$ cat config.mk
export PLATFORM = sky130hd
export DESIGN_NAME = l2_irefill_flat
export DESIGN_NICKNAME = d
export VERILOG_FILES = /design/src/rtl/l2_irefill_if.sv /design/src/rtl/l2_irefill.sv /design/src/flat_wrapper.sv
export SDC_FILE = /design/constraint.sdc
export NUM_CORES = 1
export LEC_CHECK = 0
export CAP_MARGIN = 0
export CORE_MARGIN = 5
export CORE_UTILIZATION = 30
export CTS_CLUSTER_SIZE = 12
export DETAILED_ROUTE_END_ITERATION = 8
export PLACE_DENSITY = 0.51
export SLEW_MARGIN = 15
export SYNTH_ARGS = -nofsm -noshare
export SYNTH_HDL_FRONTEND = slang
export SYNTH_SLANG_ARGS = --single-unit
$ cat constraint.sdc
create_clock -name clk -period 10.05 [get_ports clk]
set_input_delay 2.01 -clock clk [delete_from_list [all_inputs] [get_ports clk]]
set_output_delay 2.01 -clock clk [all_outputs]
set_load 0.005 [all_outputs]
$ cat src/rtl/l2_irefill_if.sv
`default_nettype none
// ============================================================================
//  Module   : l2_irefill_if
//  Brief    : Icache refill and memory word-read bus bundle for l2_irefill.
//  Revision : 1.0  initial release
// ============================================================================
interface l2_irefill_if;
    // icache side
    logic           ic_req;
    logic [31:0]    ic_req_addr;
    logic           inval;
    logic [255:0]   L2_block_read;
    logic [31:0]    L2_addr_read;
    logic           L2_stall;
    logic           l2_valid;
    // memory side
    logic           mem_req;
    logic [31:0]    mem_addr;
    logic           mem_gnt;
    logic           mem_rvalid;
    logic [31:0]    mem_rdata;

    // slave: the refill responder itself
    modport slave (
        input  ic_req, ic_req_addr, inval, mem_gnt, mem_rvalid, mem_rdata,
        output L2_block_read, L2_addr_read, L2_stall, l2_valid, mem_req, mem_addr
    );

    // master: the icache plus memory arbiter environment
    modport master (
        output ic_req, ic_req_addr, inval, mem_gnt, mem_rvalid, mem_rdata,
        input  L2_block_read, L2_addr_read, L2_stall, l2_valid, mem_req, mem_addr
    );
endinterface
`default_nettype wire

$ cat src/rtl/l2_irefill.sv
`default_nettype none
// ============================================================================
//  Module   : l2_irefill
//  Brief    : L2-side icache refill responder with a one-line buffer and an
//             eight-word pipelined memory fill.
//  Revision : 1.0  initial release
// ============================================================================
module l2_irefill #(
    parameter int OUTSTANDING = 8
) (
    input  wire logic   clk,
    input  wire logic   rst,
    l2_irefill_if.slave bus
);

    localparam logic [3:0] c_MAX_OUT = 4'(OUTSTANDING);
    localparam logic [3:0] c_WORDS   = 4'd8;

    typedef enum logic [1:0] {
        IDLE = 2'd0,
        FILL = 2'd1,
        DONE = 2'd2
    } state_t;

    state_t         r_state;
    logic           r_buf_valid;
    logic [26:0]    r_buf_addr;
    logic [26:0]    r_line;
    logic [3:0]     r_issued;
    logic [3:0]     r_recv;
    logic           r_inval_seen;
    logic [255:0]   r_fill;

    logic           w_issue;
    logic           w_accept;
    logic           w_hit;
    logic [3:0]     w_issued_nxt;
    logic [3:0]     w_recv_nxt;
    logic [3:0]     w_inflight_nxt;
    logic [255:0]   w_fill;

    always_comb begin
        w_issue        = bus.mem_req & bus.mem_gnt;
        // responses with nothing in flight are protocol errors and dropped
        w_accept       = (r_state == FILL) && bus.mem_rvalid &&
                         (r_recv != r_issued) && (r_recv != c_WORDS);
        w_issued_nxt   = r_issued + {3'b000, w_issue};
        w_recv_nxt     = r_recv + {3'b000, w_accept};
        w_inflight_nxt = w_issued_nxt - w_recv_nxt;
        w_hit          = r_buf_valid && !bus.inval &&
                         (bus.ic_req_addr[31:5] == r_buf_addr);
        w_fill         = r_fill;
        if (w_accept) begin
            w_fill[{r_recv[2:0], 5'b00000} +: 32] = bus.mem_rdata;
        end
    end

    always_ff @(posedge clk) begin
        if (rst) begin
            r_state           <= IDLE;
            r_buf_valid       <= 1'b0;
            r_buf_addr        <= '0;
            r_line            <= '0;
            r_issued          <= '0;
            r_recv            <= '0;
            r_inval_seen      <= 1'b0;
            r_fill            <= '0;
            bus.L2_block_read <= '0;
            bus.L2_addr_read  <= '0;
            bus.L2_stall      <= 1'b0;
            bus.l2_valid      <= 1'b0;
            bus.mem_req       <= 1'b0;
            bus.mem_addr      <= '0;
        end else begin
            if (bus.inval) begin
                r_buf_valid <= 1'b0;
            end
            case (r_state)
                IDLE: begin
                    if (bus.ic_req) begin
                        if (w_hit) begin
                            r_state      <= DONE;
                            bus.l2_valid <= 1'b1;
                        end else begin
                            r_state      <= FILL;
                            r_line       <= bus.ic_req_addr[31:5];
                            r_buf_valid  <= 1'b0;
                            r_issued     <= '0;
                            r_recv       <= '0;
                            r_inval_seen <= 1'b0;
                            bus.L2_stall <= 1'b1;
                            bus.mem_req  <= 1'b1;
                            bus.mem_addr <= {bus.ic_req_addr[31:5], 5'b00000};
                        end
                    end
                end
                FILL: begin
                    r_issued <= w_issued_nxt;
                    r_recv   <= w_recv_nxt;
                    r_fill   <= w_fill;
                    if (bus.inval) begin
                        r_inval_seen <= 1'b1;
                    end
                    if (w_recv_nxt == c_WORDS) begin
                        r_state           <= DONE;
                        bus.l2_valid      <= 1'b1;
                        bus.L2_stall      <= 1'b0;
                        bus.mem_req       <= 1'b0;
                        bus.L2_block_read <= w_fill;
                        bus.L2_addr_read  <= {r_line, 5'b00000};
                        r_buf_addr        <= r_line;
                        // a fence.i seen at any point of the fill leaves the line unusable
                        r_buf_valid       <= !(r_inval_seen | bus.inval);
                    end else begin
                        bus.mem_req  <= (w_issued_nxt < c_WORDS) &&
                                        (w_inflight_nxt < c_MAX_OUT);
                        bus.mem_addr <= {r_line, w_issued_nxt[2:0], 2'b00};
                    end
                end
                DONE: begin
                    bus.l2_valid <= 1'b0;
                    r_state      <= IDLE;
                end
                default: begin
                    r_state <= IDLE;
                end
            endcase
        end
    end

endmodule
`default_nettype wire

$ cat src/flat_wrapper.sv
// flat-port wrapper written by rule: the top's interface ports become plain ports
module l2_irefill_flat 
#(
    parameter int OUTSTANDING = 8
)
  (clk, rst, bus_ic_req, bus_ic_req_addr, bus_inval, bus_mem_gnt, bus_mem_rvalid, bus_mem_rdata, bus_L2_block_read, bus_L2_addr_read, bus_L2_stall, bus_l2_valid, bus_mem_req, bus_mem_addr);
  l2_irefill_if bus_i ();
  input  wire logic clk;
  input  wire logic rst;
  input wire logic [$bits(bus_i.ic_req)-1:0] bus_ic_req;
  input wire logic [$bits(bus_i.ic_req_addr)-1:0] bus_ic_req_addr;
  input wire logic [$bits(bus_i.inval)-1:0] bus_inval;
  input wire logic [$bits(bus_i.mem_gnt)-1:0] bus_mem_gnt;
  input wire logic [$bits(bus_i.mem_rvalid)-1:0] bus_mem_rvalid;
  input wire logic [$bits(bus_i.mem_rdata)-1:0] bus_mem_rdata;
  output wire logic [$bits(bus_i.L2_block_read)-1:0] bus_L2_block_read;
  output wire logic [$bits(bus_i.L2_addr_read)-1:0] bus_L2_addr_read;
  output wire logic [$bits(bus_i.L2_stall)-1:0] bus_L2_stall;
  output wire logic [$bits(bus_i.l2_valid)-1:0] bus_l2_valid;
  output wire logic [$bits(bus_i.mem_req)-1:0] bus_mem_req;
  output wire logic [$bits(bus_i.mem_addr)-1:0] bus_mem_addr;
  assign bus_i.ic_req = bus_ic_req;
  assign bus_i.ic_req_addr = bus_ic_req_addr;
  assign bus_i.inval = bus_inval;
  assign bus_i.mem_gnt = bus_mem_gnt;
  assign bus_i.mem_rvalid = bus_mem_rvalid;
  assign bus_i.mem_rdata = bus_mem_rdata;
  assign bus_L2_block_read = bus_i.L2_block_read;
  assign bus_L2_addr_read = bus_i.L2_addr_read;
  assign bus_L2_stall = bus_i.L2_stall;
  assign bus_l2_valid = bus_i.l2_valid;
  assign bus_mem_req = bus_i.mem_req;
  assign bus_mem_addr = bus_i.mem_addr;
  l2_irefill #(.OUTSTANDING(OUTSTANDING)) u_core (.clk(clk), .rst(rst), .bus(bus_i));
endmodule
## Yosys cells after proc, flatten, opt, wreduce, memory -nomap -nowiden

Cells that the tools add are included.

- Shifts and indexed selects: 2
- Eq/ne operators: 12
- Order comparisons: 2
- Bitwise operators: 3
- Add/sub/neg operators: 4
- Reduce and logical (&&, ||, !) cells: 19
- Muxes and demuxes: 33

Operators with widths:

| operator | number |
|---|---|
| 256-bit bitwise mux | 1 |
| 256-bit 2-to-1 mux | 1 |
| 32-bit by 10-bit variable shift with 256-bit output, first input constant | 1 |
| 32-bit by 10-bit indexed part select with 256-bit output | 1 |
| 32-bit 2-to-1 mux | 3 |
| 32-bit one-hot mux with 2 select lines | 1 |
| 27-bit equality test | 1 |
| 4-bit one-hot mux with 2 select lines | 2 |
| 4-bit AND reduction | 4 |
| 1-bit 2-to-1 mux | 14 |
| 2-bit inequality test, second input constant | 5 |
| 8-bit negator with 10-bit output | 1 |
| 4-bit by 1-bit adder with 4-bit output | 2 |
| 4-bit less-than comparator, second input constant | 2 |
| 4-bit 2-to-1 mux | 2 |
| 1-bit one-hot mux with 2 select lines | 4 |
| 1-bit logical AND | 6 |
| 2-bit 2-to-1 mux | 3 |
| 3-bit AND reduction | 2 |
| 4-bit equality test, second input constant | 1 |
| 4-bit inequality test | 1 |
| 4-bit inequality test, second input constant | 1 |
| 2-bit one-hot mux with 2 select lines | 1 |
| 2-bit AND reduction | 2 |
| 12 further kinds | 13 |

- Output and inout port bits: 323
- Logic and storage cells: 88
- Register bits after elaboration: 613

## Longest topological paths before layout

- Depth in word-level cells: 10
- Depth in mapped cells: 15
- Depth with buffers taken out: 13

## Worst setup path after synthesis

No wires, ideal clock.

- Path type: input to register
- Start: input bus_mem_rvalid
- End: register u_core.bus.L2_block_read[10]
- Required time: 9.904 ns
- Cell stages on the path: 11
- Library setup time: 0.146 ns
- Path slack: 5.473 ns
- Data arrival time: 4.431 ns
- Cells stage by stage: inv_1 -> a311oi_4 -> and2_1 -> ha_1 -> nand3_1 -> xnor2_1 -> nand3_1 -> nor2_2 -> buf_2 -> clkbuf_1 -> a211oi_2

- Longest elaborated chain between the ends: 6

Ends and longest elaborated chain:

| element | RTL line | source |
|---|---|---|
| from (decl) | flat_wrapper.sv:14 | `input wire logic [$bits(bus_i.mem_rvalid)-1:0] bus_mem_rvalid;` |
| 1-bit logical AND * (2 in series) | l2_irefill.sv:45 | `w_accept = (r_state == FILL) && bus.mem_rvalid &&` |
| 1-bit logical AND * | l2_irefill.sv:46 | `(r_recv != r_issued) && (r_recv != c_WORDS);` |
| 4-bit by 1-bit adder with 4-bit output | l2_irefill.sv:48 | `w_recv_nxt = r_recv + {3'b000, w_accept};` |
| 4-bit equality test | l2_irefill.sv:104 | `if (w_recv_nxt == c_WORDS) begin` |
| 2-bit AND reduction (no source line) | n/a |  |
| to (signal assigned) | l2_irefill.sv:109 | `bus.L2_block_read <= w_fill;` |
| to (decl) | l2_irefill_if.sv:26 | `output L2_block_read, L2_addr_read, L2_stall, l2_valid, mem_req, mem_addr` |

Mark *: on every way between the ends. The rest lies on a longest branch, timed or not.
A chain may end at the register's enable or synchronous reset.

## Final worst setup path

- Start: input bus_mem_rvalid
- End: register u_core.bus.L2_block_read[195]

Same word-level chain as after synthesis.

==> results.ini <==
[setup_path]
slowest_stage = nor2_4
path_cells = clkdlybuf4s50_1, inv_1, a311oi_4, and2_1, ha_1, nand3_1, xnor2_1, nand3_1, nor2_4, buf_12, nor2_1, a211oi_1
crit_top_cell = nand3_1
ff2ff_setup_slack_ns = 4.64
cp_top_family = simple AND/OR/NAND/NOR gates
cp.arrival_ns = 6.64
crit_buf_inv = 3
crit_path_max_fanout = 234
reg2reg_depth = 12
r2r-end = u_core.bus.L2_block_read[195]
crit_type = in2reg
start_kind = input pin
required_ns = 10.55
r2r_start = u_core.r_recv[0]
max_stage_delay_ns = 0.83
end_kind = register

[clock_tree]
cts_tree = built
cts_root_buf = clkbuf_16
clock_latency_ns = 0.61
cts.clk_slew.worst_paths_ns = 0.06
cts.sinks = 611
cts_buffers = 71
ctsHoldBuffers = 0
postCtsSetupBuffers = 0
cts_max_level = 3
clockBufferDepth = 3
cts_resized = 0

[drt]
postRouteAntennaNets = 0
drc_errors = 0
viasPerCell = 4.81
totalWireLength_mm = 76.2
wl_per_cell_um = 19.9
drtPass1Iterations = 5
drtIter0Drc = 1169
num_vias = 18433

[pwr]
switching_share_pct = 23.3
power_frac_clock_pct = 48.8
leakage_nw = 9.83
cellInternalPower_mw = 4.07
power_density_mw_per_mm2 = 181
power_frac_seq_pct = 46.5
power.net_switching_mw = 1.23
peakVddDrop_uv = 101
comb_power_share_pct = 4.7

[logic_synthesis]
ys.flop_type = dfxtp_1
yosys.area.top_type_share_pct = 54.3
yosysWarnings = 0
synth_cell_types = 48
ys_ff_latch = 611
post-synth-top-area-cell = dfxtp_1
async_reset_ff_share_pct = 0
synth-edff-count = 0
avgSynthCellArea_um2 = 8.88
syn_area_mm2 = 0.0225
synthTopCellsByArea = dfxtp_1 54%, nor2_1 13%, a211oi_1 6.5%
syn_inst = 2537
synth_seq_area_share_pct = 54.3

[worst_hold_path]
min_to = u_core.r_buf_addr[12]
hp-class = reg2reg
min-delay-start = u_core.r_line[12]
hold_path_depth = 2

[placement]
post_dp_cell_area_mm2 = 0.0269
gp_congestion = 0.776
dp_hpwl_mm = 49.8
dp_cells = 3701
post-place-ws_ns = 3.27
io_buffers = 380

[layout]
final_common_cell = nor2_1
finalNetCount = 2886
syn2layout_area_growth_pct = 30.0
fin_area_mm2 = 0.0293
final_cell_mix = 796 x nor2_1, 611 x dfxtp_1, 379 x clkdlybuf4s50_1
drive_above_1_share_pct = 7.52
final_cell_count_no_fill = 3833

[sta]
hold_viol_final = 0
worst_slack_ns = 3.92
fmax_ghz = 0.163
period_minus_slack_ns = 6.13
relSlewSlack_pct = 23.6
rsz0062_at_grt = no
tightest_slew_ns = 1.15
setup_viol = 0
setup_tns_ns = 0
finClkSkew_ns = 0.0190
finalCritPeriodShare_pct = 61.0
finalMaxSlewViolations = 0

[global_routing]
grt.overflow.total = 0
grt_pass1_vias = 17588
top_usage_layer = met2
met3_usage_pct = 5.73
grt_start_max_net_pins = 235
antenna_found_initial = 8
grt_pass1_wl_mm = 113
use_met1_pct = 22.3
use_met2_pct = 30.4
grt_use_total_pct = 18.2

[die]
die_w_um = 284
die_y_um = 284
num_rows = 100
io_pins = 393
core-area_mm2 = 0.0744
dieArea_mm2 = 0.0807
initial_core_util_pct = 30.3

[run_status]
status = finished clean

[job]
cap_violations = 0

## cell type report
type / count / area, um2
fill: 7342 / 45200
sequential: 611 / 12200
multi-input combinational: 1711 / 9430
timing repair buffer: 400 / 4020
clock buffer: 105 / 2130
tap: 969 / 1210
clock inverter: 22 / 223
inverter: 10 / 37.5
antenna: 5 / 12.5
## layer usage
metal  wire length, um  up-vias
met5                34        -
met4              2370        6
met3              5710      130
met2             35800      457
met1             32300     8687
li1                  -     9153
## state kept, by name (all words and copies together) (netlist names), 2 cells and up
register,cells
u_core.r_state,2
u_core.bus.mem_addr,30
u_core.r_line,27
u_core.r_buf_addr,27
u_core.r_fill,256
u_core.r_issued,4
u_core.bus.L2_block_read,256
u_core.r_recv,4
## synth_stat cells, types with 2 or more instances
library cell and number:
a211oi_2 60, nor2_1 797, a21oi_1 226, buf_6 5, nand2_1 161, a22o_1 8, o21a_1 2, nand3_1 7
nor3_1 6, buf_12 3, xor2_1 25, inv_1 10, nand4_1 3, buf_1 7, ha_1 11, clkbuf_1 166
a31oi_1 2, xnor2_1 10, buf_4 8, buf_2 22, nor2b_1 4, o22ai_1 27, nand2b_1 3, o311a_1 27
mux2i_1 91, and2_1 2, nand4_2 6, a211oi_1 196, dfxtp_1 611, nor4_1 7, o21ai_0 6, a31o_2 2
## worst max-delay path by stage
stage                     slack [ns]           start                            end  cells past startpoint
after global placement          3.50  bus_mem_rvalid  u_core.bus.L2_block_read[200]                     12
after global routing            3.60  bus_mem_rvalid   u_core.bus.L2_block_read[61]                     12
after floorplan                 5.47  bus_mem_rvalid   u_core.bus.L2_block_read[10]                     11
final                           3.92  bus_mem_rvalid  u_core.bus.L2_block_read[195]                     12
after CTS                       3.91  bus_mem_rvalid  u_core.bus.L2_block_read[173]                     12
after detailed placement        3.27  bus_mem_rvalid  u_core.bus.L2_block_read[195]                     12
## worst min-delay path: cells and delay by family (launching register included)
family	cells	cell delay [ns]
AOI/OAI and AO/OA	1	0.05
and+or+nand+nor	1	0.05
DFF	1	0.32
## power groups by stage
| stage | Clock (mW) | Sequential [mW] | Combinational (mW) |
|---|---|---|---|
| 2_1_floorplan | 0 | 2.51 | 0.120 |
| 3_3_place_gp | 0 | 2.51 | 0.251 |
| 3_5_place_dp | 0 | 2.51 | 0.254 |
| 4_1_cts | 2.67 | 2.46 | 0.255 |
| 5_1_grt | 2.76 | 2.46 | 0.269 |
| 6_report | 2.59 | 2.46 | 0.250 |
## through the flow
step           util, %  hold slack [ns]  power [mW]
6_report          39.3            0.458        5.30
5_1_grt           39.3            0.476        5.49
4_1_cts           39.3            0.458        5.39
3_5_place_dp      36.2            0.459        2.77
3_3_place_gp      36.2            0.447        2.76
2_1_floorplan        -            0.445        2.63
## cells by family (layout without fill, tap and decap cells)
logic type | Yosys count | after routing | synth area share, %
other cells | 1 | 12 | 0.0166
mux | 91 | 91 | 4.04
buf+inv | 221 | 537 | 4.32
flops | 611 | 611 | 54.3
xor+xnor | 35 | 35 | 1.36
simple gates | 1004 | 1004 | 17.5
compound gates | 563 | 563 | 17.8
fa+ha+maj | 11 | 11 | 0.611
Power figures use the tool's default switching activity.
